### src/rtl/snitch_icache_pkg.sv
// Shared instruction-cache types: per-port L0 event pulses and the
// performance-counter selector used by the counter read port.
package snitch_icache_pkg;

  typedef struct packed {
    logic l0_miss;
    logic l0_hit;
    logic l0_prefetch;
    logic l0_double_hit;
    logic l0_stall;
  } icache_events_t;

  typedef enum logic [2:0] {
    MISS       = 3'd0,
    HIT        = 3'd1,
    PREFETCH   = 3'd2,
    DOUBLE_HIT = 3'd3,
    STALL      = 3'd4,
    CYCLES     = 3'd5
  } perf_sel_e;

  localparam int unsigned NrPerfCounters = 6;
  localparam int unsigned NrEventTypes   = 5;

endpackage

### src/rtl/snitch_icache_sat_counter.sv
// Saturating up-counter with sticky overflow flag; clear has priority.
module snitch_icache_sat_counter #(
  parameter int unsigned CNT_W = 32,
  parameter int unsigned INC_W = 2
) (
  input  logic             clk_i,
  input  logic             rst_ni,
  input  logic             clear_i,
  input  logic             en_i,
  input  logic [INC_W-1:0] inc_i,
  output logic [CNT_W-1:0] count_o,
  output logic             ovf_o
);

  logic [CNT_W-1:0] count_q, count_d;
  logic             ovf_q, ovf_d;
  logic [CNT_W:0]   sum;

  always_comb begin
    sum     = {1'b0, count_q} + (CNT_W+1)'(inc_i);
    count_d = count_q;
    ovf_d   = ovf_q;
    if (clear_i) begin
      count_d = '0;
      ovf_d   = 1'b0;
    end else if (en_i) begin
      if (sum[CNT_W]) begin
        count_d = '1;
        ovf_d   = 1'b1;
      end else begin
        count_d = sum[CNT_W-1:0];
      end
    end
  end

  always_ff @(posedge clk_i or negedge rst_ni) begin
    if (!rst_ni) begin
      count_q <= '0;
      ovf_q   <= 1'b0;
    end else begin
      count_q <= count_d;
      ovf_q   <= ovf_d;
    end
  end

  assign count_o = count_q;
  assign ovf_o   = ovf_q;

endmodule

### src/rtl/snitch_icache_perf_counters.sv
// Sums per-port L0 cache events into saturating counters plus an enabled-cycle
// counter, readable through a valid/ready port with a registered response.
module snitch_icache_perf_counters
  import snitch_icache_pkg::*;
#(
  parameter int unsigned NR_FETCH_PORTS = 2,
  parameter int unsigned CNT_W          = 32,
  parameter type         EVT_T          = snitch_icache_pkg::icache_events_t
) (
  input  logic                      clk_i,
  input  logic                      rst_ni,
  input  EVT_T [NR_FETCH_PORTS-1:0] events_i,
  input  logic                      enable_i,
  input  logic                      clear_i,
  input  logic                      req_valid_i,
  output logic                      req_ready_o,
  input  logic [2:0]                req_addr_i,
  output logic                      rsp_valid_o,
  input  logic                      rsp_ready_i,
  output logic [CNT_W-1:0]          rsp_data_o,
  output logic                      rsp_ovf_o,
  output logic                      rsp_err_o
);

  localparam int unsigned INC_W = $clog2(NR_FETCH_PORTS + 1);

  EVT_T [NR_FETCH_PORTS-1:0] evt_q, evt_d;
  logic                      en_q, en_d;

  // Clear also flushes the sampling stage so no in-flight event survives it.
  always_comb begin
    evt_d = clear_i ? '0 : events_i;
    en_d  = clear_i ? 1'b0 : enable_i;
  end

  always_ff @(posedge clk_i or negedge rst_ni) begin
    if (!rst_ni) begin
      evt_q <= '0;
      en_q  <= 1'b0;
    end else begin
      evt_q <= evt_d;
      en_q  <= en_d;
    end
  end

  logic [NrEventTypes-1:0][INC_W-1:0] inc;

  always_comb begin
    inc = '0;
    for (int unsigned p = 0; p < NR_FETCH_PORTS; p++) begin
      inc[MISS]       = inc[MISS]       + INC_W'(evt_q[p].l0_miss);
      inc[HIT]        = inc[HIT]        + INC_W'(evt_q[p].l0_hit);
      inc[PREFETCH]   = inc[PREFETCH]   + INC_W'(evt_q[p].l0_prefetch);
      inc[DOUBLE_HIT] = inc[DOUBLE_HIT] + INC_W'(evt_q[p].l0_double_hit);
      inc[STALL]      = inc[STALL]      + INC_W'(evt_q[p].l0_stall);
    end
  end

  logic [NrPerfCounters-1:0][CNT_W-1:0] cnt;
  logic [NrPerfCounters-1:0]            ovf;

  for (genvar k = 0; k < NrEventTypes; k++) begin : gen_evt_cnt
    snitch_icache_sat_counter #(
      .CNT_W (CNT_W),
      .INC_W (INC_W)
    ) i_cnt (
      .clk_i   (clk_i),
      .rst_ni  (rst_ni),
      .clear_i (clear_i),
      .en_i    (en_q),
      .inc_i   (inc[k]),
      .count_o (cnt[k]),
      .ovf_o   (ovf[k])
    );
  end

  snitch_icache_sat_counter #(
    .CNT_W (CNT_W),
    .INC_W (1)
  ) i_cycle_cnt (
    .clk_i   (clk_i),
    .rst_ni  (rst_ni),
    .clear_i (clear_i),
    .en_i    (en_q),
    .inc_i   (1'b1),
    .count_o (cnt[CYCLES]),
    .ovf_o   (ovf[CYCLES])
  );

  logic             rsp_valid_q, rsp_valid_d;
  logic [CNT_W-1:0] rsp_data_q, rsp_data_d;
  logic             rsp_ovf_q, rsp_ovf_d;
  logic             rsp_err_q, rsp_err_d;
  logic             req_accept;

  assign req_ready_o = !rsp_valid_q || rsp_ready_i;
  assign req_accept  = req_valid_i && req_ready_o;

  // Captures the pre-update counter value, so a read in a clear cycle sees old data.
  always_comb begin
    rsp_valid_d = rsp_valid_q;
    rsp_data_d  = rsp_data_q;
    rsp_ovf_d   = rsp_ovf_q;
    rsp_err_d   = rsp_err_q;
    if (rsp_valid_q && rsp_ready_i) rsp_valid_d = 1'b0;
    if (req_accept) begin
      rsp_valid_d = 1'b1;
      if (req_addr_i < 3'(NrPerfCounters)) begin
        rsp_data_d = cnt[req_addr_i];
        rsp_ovf_d  = ovf[req_addr_i];
        rsp_err_d  = 1'b0;
      end else begin
        rsp_data_d = '0;
        rsp_ovf_d  = 1'b0;
        rsp_err_d  = 1'b1;
      end
    end
  end

  always_ff @(posedge clk_i or negedge rst_ni) begin
    if (!rst_ni) begin
      rsp_valid_q <= 1'b0;
      rsp_data_q  <= '0;
      rsp_ovf_q   <= 1'b0;
      rsp_err_q   <= 1'b0;
    end else begin
      rsp_valid_q <= rsp_valid_d;
      rsp_data_q  <= rsp_data_d;
      rsp_ovf_q   <= rsp_ovf_d;
      rsp_err_q   <= rsp_err_d;
    end
  end

  assign rsp_valid_o = rsp_valid_q;
  assign rsp_data_o  = rsp_data_q;
  assign rsp_ovf_o   = rsp_ovf_q;
  assign rsp_err_o   = rsp_err_q;

endmodule

### config.mk
export PLATFORM = sky130hd
export DESIGN_NAME = snitch_icache_perf_counters
export DESIGN_NICKNAME = d
export VERILOG_FILES = /design/src/rtl/snitch_icache_pkg.sv /design/src/rtl/snitch_icache_sat_counter.sv /design/src/rtl/snitch_icache_perf_counters.sv
export SDC_FILE = /design/constraint.sdc
export NUM_CORES = 1
export LEC_CHECK = 0
export CORE_AREA = 3 3 203 125
export CTS_BUF_LIST = sky130_fd_sc_hd__clkbuf_16
export CTS_CLUSTER_DIAMETER = 30
export CTS_CLUSTER_SIZE = 14
export DETAILED_ROUTE_END_ITERATION = 8
export DIE_AREA = 0 0 206 128
export PLACE_DENSITY = 0.78
export SLEW_MARGIN = 20
export SYNTH_ARGS = -nofsm -noshare
export SYNTH_HDL_FRONTEND = slang
export SYNTH_SLANG_ARGS = --single-unit
### constraint.sdc
create_clock -name clk_i -period 5.7 [get_ports clk_i]
set_clock_uncertainty 0.2 [all_clocks]
set_input_delay 1.14 -clock clk_i [delete_from_list [all_inputs] [get_ports clk_i]]
set_output_delay 1.14 -clock clk_i [all_outputs]
set_load 0.03 [all_outputs]
# == Word-level counts from Yosys, hierarchy flattened ==
# Cells that the tools add are included.
# totals
ff_bits,244
input_bits,19
output_inout_bits,36
word_cells,105
# op_classes
addsub,11
order_cmp,2
mux,47
n_reduce_logical,18
# ops
cell,count
$mux W32,20
$add A32 B2 Y33,5
$bmux W32 S3,1
$add A32 B1 Y33 const B,1
$mux W1,24
$reduce_bool A2 Y1,8
$reduce_and A2 Y1,6
$add A1 B1 Y2,5
$mux W10,1
$lt A3 B4 Y1 const B,1
$bmux W1 S3,1
$lt A3 B3 Y1 const B,1
$logic_and A1 B1 Y1,2
$logic_not A1 Y1,1
$logic_or A1 B1 Y1,1

# == Logic depth before layout (Yosys ltp) ==
# Gate-level depths: netlist of the first run.
# logic_depth
depth_word,5
ltp_mapped,10
ltp_nobuf,9

# == Modules after synthesis ==
# A second synthesis of the first run with hierarchy kept.
# unflattened
cells_unflattened,1603
hier_area_um2,14979.4
# by_module_without_submodules
module,instances,cells_each,area_per_inst_um2,seq_area_each_um2
snitch_icache_sat_counter (gen_evt_cnt[1].i_cnt ...),4,218,1966.9,825.8
snitch_icache_perf_counters,1,301,3244.4,1151.1
snitch_icache_sat_counter (gen_evt_cnt[0].i_cnt),1,229,1993.2,825.8
snitch_icache_sat_counter (i_cycle_cnt),1,201,1874.3,825.8

# == Worst setup path before layout of the first run ==
# No wires, ideal clock.
# synth_timing
path_type,input to register
startpoint,in req_addr_i[0]
endpoint,reg rsp_data_q[10] (netlist: rsp_data_o[10])
setup_ns,0.133
arrival_time_ns,2.810
required_ns,5.367
slack_ns,2.557
cell_stages,5
path_buffers,2
cell_sequence,clkbuf_1 > buf_1 > mux4_2 > a221oi_1 > a21oi_1
# synth_between
elab_chain_cells,3
word_cells_on_any_way,4
cone_classes,1 x order compare; 3 x mux
# synth_rtl
item,line,source
"start, declared",snitch_icache_perf_counters.sv:17,"input logic [2:0] req_addr_i,"
$bmux W32 S3,snitch_icache_perf_counters.sv:109,rsp_data_d = cnt[req_addr_i];
$mux W32 (not written as such),snitch_icache_perf_counters.sv:109,
$mux W32 (*),snitch_icache_perf_counters.sv:108,if (req_addr_i < 3'(NrPerfCounters)) begin
"end signal, assigned",snitch_icache_perf_counters.sv:128,rsp_data_q <= rsp_data_d;
"end, declared",snitch_icache_perf_counters.sv:91,"logic [CNT_W-1:0] rsp_data_q, rsp_data_d;"
# Every way passes the cells marked *; elsewhere a longest branch is shown, timed or not. The select of a mux whose other input is x is not followed.
# A chain may end at the register's enable or synchronous reset.

# == Final worst setup path of the first run ==
# layout_timing
startpoint,in rsp_ready_i
endpoint,out req_ready_o
# layout_between
elab_chain_cells,1
# layout_rtl
item,line,source
"start, declared",snitch_icache_perf_counters.sv:19,"input logic rsp_ready_i,"
$logic_or A1 B1 Y1,snitch_icache_perf_counters.sv:96,assign req_ready_o = !rsp_valid_q || rsp_ready_i;
"end, declared",snitch_icache_perf_counters.sv:16,"output logic req_ready_o,"
# No other way between the ends.

==> results of run 1 <==
## worst reg2reg max path, cell delays in order, from the launching register on
cell and delay (ns):
dfrtp_1 0.32, inv_1 0.06, fa_1 0.46, inv_1 0.09, ha_1 0.24, and4_1 0.27, nand4_1 0.46, o21ai_0 1.09
nor2_1 0.17, a211oi_1 0.29
## flip-flops by register name (all words and copies together) (netlist names)
register,cells
i_cycle_cnt.count_o,32
gen_evt_cnt.i_cnt.count_o,160
en_q,1
evt_q,10
i_cycle_cnt.ovf_o,1
rsp_ovf_o,1
gen_evt_cnt.i_cnt.ovf_o,5
rsp_err_o,1
rsp_valid_o,1
rsp_data_o,32
## cell families (layout without fill, tap and decap cells)
| group | after synthesis | in the layout |
|---|---|---|
| mux | 68 | 68 |
| compound gates | 374 | 374 |
| buf+inv | 176 | 228 |
| simple gates | 630 | 630 |
| fa+ha+maj | 11 | 11 |
| flops | 244 | 244 |
| xor+xnor | 2 | 2 |
## power by group
part	switching (mW)	leakage (nW)	internal, mW	total (mW)
registers	0.0447	3.33	1.77	1.82
clock network	0.930	0.731	1.79	2.72
logic	0.236	2.64	0.123	0.360
## layer usage
metal  up-vias  share of wire, %  GRT usage, %
met5         -                 0             0
met4         0               1.8         8.214
met3        85                16         15.00
met2       976                40         44.29
met1      6496                43         52.56
li1       5869                 -             -
## layout by cell type, fill, tap and decap left out, types with 8 or more instances in the layout
cell type	count
a211oi_1	41
a21oi_1	100
a221oi_1	37
a311oi_1	32
a31oi_1	56
a41oi_1	11
and2_1	23
and3_1	61
and4_1	58
buf_4	18
bufinv_16	8
clkbuf_16	45
clkdlybuf4s50_1	51
clkinv_1	9
dfrtp_1	243
inv_1	79
mux2_2	30
mux4_2	33
nand2_1	58
nand3_1	62
nand4_1	49
nor2_1	137
nor2b_1	17
nor3_1	86
nor4_1	37
o211a_1	11
o21a_1	16
o21ai_0	43
or4_1	10
## final timing paths
path | from | to | depth (start not counted)
max | rsp_ready_i | req_ready_o | 3
min | rsp_err_o | rsp_err_o | 2
max reg2reg | evt_q[2] | gen_evt_cnt[2].i_cnt.count_o[13] | 9
min reg2reg | rsp_err_o | rsp_err_o | 2
max in group asynchronous | rst_ni | gen_evt_cnt[1].i_cnt.count_o[3] | 2
min in group asynchronous | rst_ni | i_cycle_cnt.ovf_o | 1
## cell type report
class                           count  area [um^2]
Clock buffer                       45         1126
Clock inverter                     33        391.6
Fill cell                        1765         6972
Inverter                           79        296.5
Multi-Input combinational cell   1085         7380
Sequential cell                   244         6110
Tap cell                          315        394.1
Timing Repair Buffer               71        680.7
## stage by stage
stage	setup WS [ns]	hold WS (ns)	util [%]	total power [mW]
global route	1.898	0.3047	70.14	5.034
global placement	1.942	0.2647	63.64	2.195
CTS	1.928	0.2894	70.14	4.909
floorplan	2.557	0.2531	-	2.031
finish	1.939	0.2835	70.14	4.903
detailed placement	1.937	0.2798	63.64	2.202
==> flow_summary.toml, run 1 <==
[worst_setup_path]
critPathBufInv = 2
startpoint_type = "input pin"
path_cells = "clkdlybuf4s50_1 > nand2b_1 > clkdlybuf4s50_1"
worstPathArrival_ns = 2.42
cpMostUsedCell = "clkdlybuf4s50_1"
cpPeakStageDelay_ns = 0.68
worstSetupPathType = "input pin to primary output"
worst_ep_required_time_ns = 4.36
path_delay_family = "buffers and inverters"
endpoint_kind = "primary output"
worst_path_max_delay_cell = "clkdlybuf4s50_1"
rrSetupSlack_ns = 1.96
worst-path-max-fanout = 3

[floorplanning]
start_util_pct = 60.62
io_pins = 55
die_y_um = 128
core.rowCount = 43
die_w_um = 206
die_area_um2 = 26370
core_um2 = 23350

[drt]
detail-route-antenna-nets = 0
drc = 0
vias = 13430
dr.pass1.iters = 6
vias_per_cell = 7.172
totalWireLength_um = 45130
routedWlPerCell_um = 24.11
first_iter_violations = 2100

[sta]
finalMaxSlewViolations = 0
slew_headroom_pct = 21.80
period_minus_slack_ns = 3.761
worstMarginPinSlew_ns = 1.161
fin_tns_setup_ns = 0
min_period_over_period_pct = 65.97
timing.final.hold_violations = 0
rsz0062_at_grt = "no"
fmax_mhz = 265.9
setup_viol = 0

[yosys]
synth-compound-area-share_pct = 18.03
ys_seq_area_share_pct = 43.14
synthFlopType = "dfrtp_1"
avgSynthCellArea_um2 = 9.404
syn_nets = 1535
synthMuxAreaShare_pct = 7.992
synth_edf_count = 0
ys_top_cells_by_area = "dfrtp_1 43%, mux4_2 5.3%, nor2_1 3.7%"
synthArstFlopShare_pct = 100.0
synth_cell_types = 62
yosys.cell_count.top_type = "dfrtp_1"
synthCells = 1505
synth_area_leader_cell = "dfrtp_1"
synth-adder-area-share_pct = 1.238
synth-simple-area-share_pct = 24.67
syn_area_um2 = 14150
synth_xor_area_share_pct = 0.1238
yosysTopAreaCellShare_pct = 43.14
synth_seq_cells = 244
netlist_top_cells_count = "244 x dfrtp_1, 138 x nor2_1, 100 x a21oi_1"
synth_top_family_by_area = "simple AND/OR/NAND/NOR gates"
synth_warnings = 0

[cells_and_area]
drive_above_1_share_pct = 11.11
stdcell_count = 1872
syn2layout_area_growth_pct = 15.72
final_area_um2 = 16380
antenna_cells = 0
fin_nets = 1553

[clock_tree]
tritoncts = "built"
clk-insertion-delay-late_ns = 0.54
clk_path_buf_depth = 3
cts_setup_buffers = 0
cts-resized-gates = 0
clock_sink_count = 244
hold_buffers = 0
path_clk_slew_ns = 0.04
h-tree-depth = 2
cts_root_buffer = "clkbuf_16"
numCtsBuffers = 42

[place]
io_buffer_count = 54
place_area_um2 = 14860
placedCellCount = 1794
post-dp-hpwl_um = 31110
gp_congestion = 1.074

[worst_hold_path]
hold_class = "register to register"

[global_routing]
grt_start_max_net_pins = 110
grt_pass1_wl_um = 70560
antenna_found_initial = 0
grt_overflow = 0
grt_pass1_vias = 12330
track_usage_pct = 34.31

[power_and_ir_drop]
powerDensity_nw_per_um2 = 299.4
ir_drop_mv = 0.2292
leakage_nw = 6.696

[flow_run]
max_cap_viol_count = 0

[outcome]
status = "complete, no violations"
No activity file was read; power rests on OpenSTA's default activity.
==> run 2, diff against run 1 <==
Settings changed: CORE_AREA 3 3 203 125 to 3 3 210 130, DIE_AREA 0 0 206 128 to 0 0 213 133, PLACE_DENSITY 0.78 to 0.76.
Clock period 5.7 ns to 3.4 ns, I/O delays scaled along.
==> run 2 against run 1 <==
Hold slack improved by 0.0061 ns; core utilization decreased by 4.7 points; final cell count increased by 2.5%; sequential share of layout area decreased by 0.40 points; register-to-register slack got worse by 1.7 ns; worst setup slack got worse by 1.7 ns; sequential cell count unchanged; combinational power increased by 81%; routed wire length increased by 2.2%; critical path type is now register to register; critical path depth increased by 7; non-clock buffer count increased by 44.
==> flow_summary.toml, run 2 (synthesis results as in run 1) <==
[outcome]
status = "complete, no violations"

[cells_and_area]
seq_area_um2 = 6110
final_common_cell = "dfrtp_1"
syn2layout_area_growth_pct = 16.97
multi_input_area_um2 = 7380
antenna_cells = 0
stdcell_count = 1918
layout_common_cells = "243 x dfrtp_1, 137 x nor2_1, 100 x a21oi_1"
fin_nets = 1593
drive_above_1_share_pct = 12.90
fill_cells = 1993
largest_reg_flops = 160

[clock_tree]
numCtsBuffers = 38
clk-insertion-delay-late_ns = 0.53
h-tree-depth = 2
cts_root_buffer = "clkbuf_16"
tritoncts = "built"
path_clk_slew_ns = 0.06
clk_path_buf_depth = 3
clock_sink_count = 244
cts_setup_buffers = 0

[place]
post-dp-hpwl_um = 32460
gp_congestion = 1.012
dpl_worst_slack_ns = 0.3740
io_buffer_count = 54
placedCellCount = 1851

[sta]
rsz0062_at_grt = "no"
min_period_over_period_pct = 92.06
worst_hold_slack_ns = 0.2897
timing.final.hold_violations = 0
slew_headroom_pct = 38.16
setup_viol = 0
fin_tns_setup_ns = 0
setup_ws_ns = 0.2701
finalMaxSlewViolations = 0
worstMarginPinSlew_ns = 0.9233
fmax_mhz = 319.5
period_minus_slack_ns = 3.130

[global_routing]
met2_usage_pct = 42.14
track_usage_pct = 32.67
met1_usage_pct = 50.37
antenna_found_initial = 0
grt_start_max_net_pins = 94
grt_pass1_wl_um = 72520
top_usage_layer = "met1"
grt_overflow = 0
grt_pass1_vias = 12510
grt_util_met3_pct = 13.63

[floorplanning]
die_y_um = 133
core.rowCount = 45
io_pins = 55
core_um2 = 25280
die_w_um = 213
die_area_um2 = 28330
start_util_pct = 55.99

[drt]
totalWireLength_um = 46130
vias = 13600
detail-route-antenna-nets = 0
first_iter_violations = 2073
vias_per_cell = 7.090
routedWlPerCell_um = 24.05
dr.pass1.iters = 6
drc = 0

[worst_setup_path]
endpoint_kind = "register"
worstPathArrival_ns = 3.36
startpoint_type = "register"
worstSetupPathType = "register to register"
worst-path-max-fanout = 7
worst_ep_required_time_ns = 3.63

[power_and_ir_drop]
ir_drop_mv = 0.3872
seq_power_share_pct = 39.7
pwr-share-clk_pct = 51.7
p_switching_mw = 1.948
intPower_mw = 5.686
power_switching_share_pct = 25.52
leakage_nw = 6.842
powerDensity_nw_per_um2 = 461.1
p_comb_share_pct = 8.5
finalPower_mw = 7.634

[flow_run]
max_cap_viol_count = 0

[worst_hold_path]
hold_class = "register to register"
run 2: area by class of cell:
type | count | share of cell area, %
clock inverter | 25 | 1.474
clock buffer | 41 | 6.197
timing repair buffer | 115 | 6.575
multi-input combinational | 1085 | 44.57
sequential | 244 | 36.90
tap | 329 | 2.486
inverter | 79 | 1.791
run 2: what timing repair did:
item,4_1_cts,5_1_grt
resized for setup,0,0
hold buffers,1,0
hold endpoints to repair,1,0
run 2: per-stage QoR:
step	cell area (um^2)	utilization (%)
floorplan	14150	-
global placement	15280	60.43
detailed placement	15280	60.43
CTS	16560	65.49
global route	16560	65.49
finish	16560	65.49
run 2: final timing paths:
path	start	to	slack [ns]	cells after the start
worst max-delay path	gen_evt_cnt[3].i_cnt.count_o[0]	gen_evt_cnt[3].i_cnt.count_o[19]	0.27	10
worst min-delay path	rsp_err_o	rsp_err_o	0.29	2
worst max register to register	gen_evt_cnt[3].i_cnt.count_o[0]	gen_evt_cnt[3].i_cnt.count_o[19]	0.27	10
worst min register to register	rsp_err_o	rsp_err_o	0.29	2
max in group asynchronous	rst_ni	gen_evt_cnt[0].i_cnt.count_o[10]	1.61	3
min in group asynchronous	rst_ni	i_cycle_cnt.count_o[28]	0.56	2
run 2: worst max-delay path, cell delays in order, from the launching register on:
cell and delay, ns:
dfrtp_1 0.37, inv_1 0.07, fa_1 0.38, inv_1 0.10, ha_1 0.20, and3_1 0.23, nand2_1 0.18, or4_1 0.70
buf_4 0.24, and3_1 0.17, nor3_1 0.19
run 2: layer usage:
layer  up-vias  wire (um)
met5         -          0
met4         0       1037
met3        95       7086
met2       953      18240
met1      6591      19770
li1       5959          -
run 2: power by group through the flow:
stage / Sequential, mW / Combinational, mW / Clock [mW]
6_report: 3.03 / 0.652 / 3.95
5_1_grt: 3.04 / 0.701 / 4.14
4_1_cts: 3.03 / 0.650 / 3.98
3_5_place_dp: 3.08 / 0.641 / 0
3_3_place_gp: 3.08 / 0.630 / 0
2_1_floorplan: 3.16 / 0.245 / 0
==> run 3, diff against run 2 <==
Settings changed: GPL_TIMING_DRIVEN set to 1.
==> results of run 3 <==
The final DEF is identical to that of run 2; final timing and power are the same.
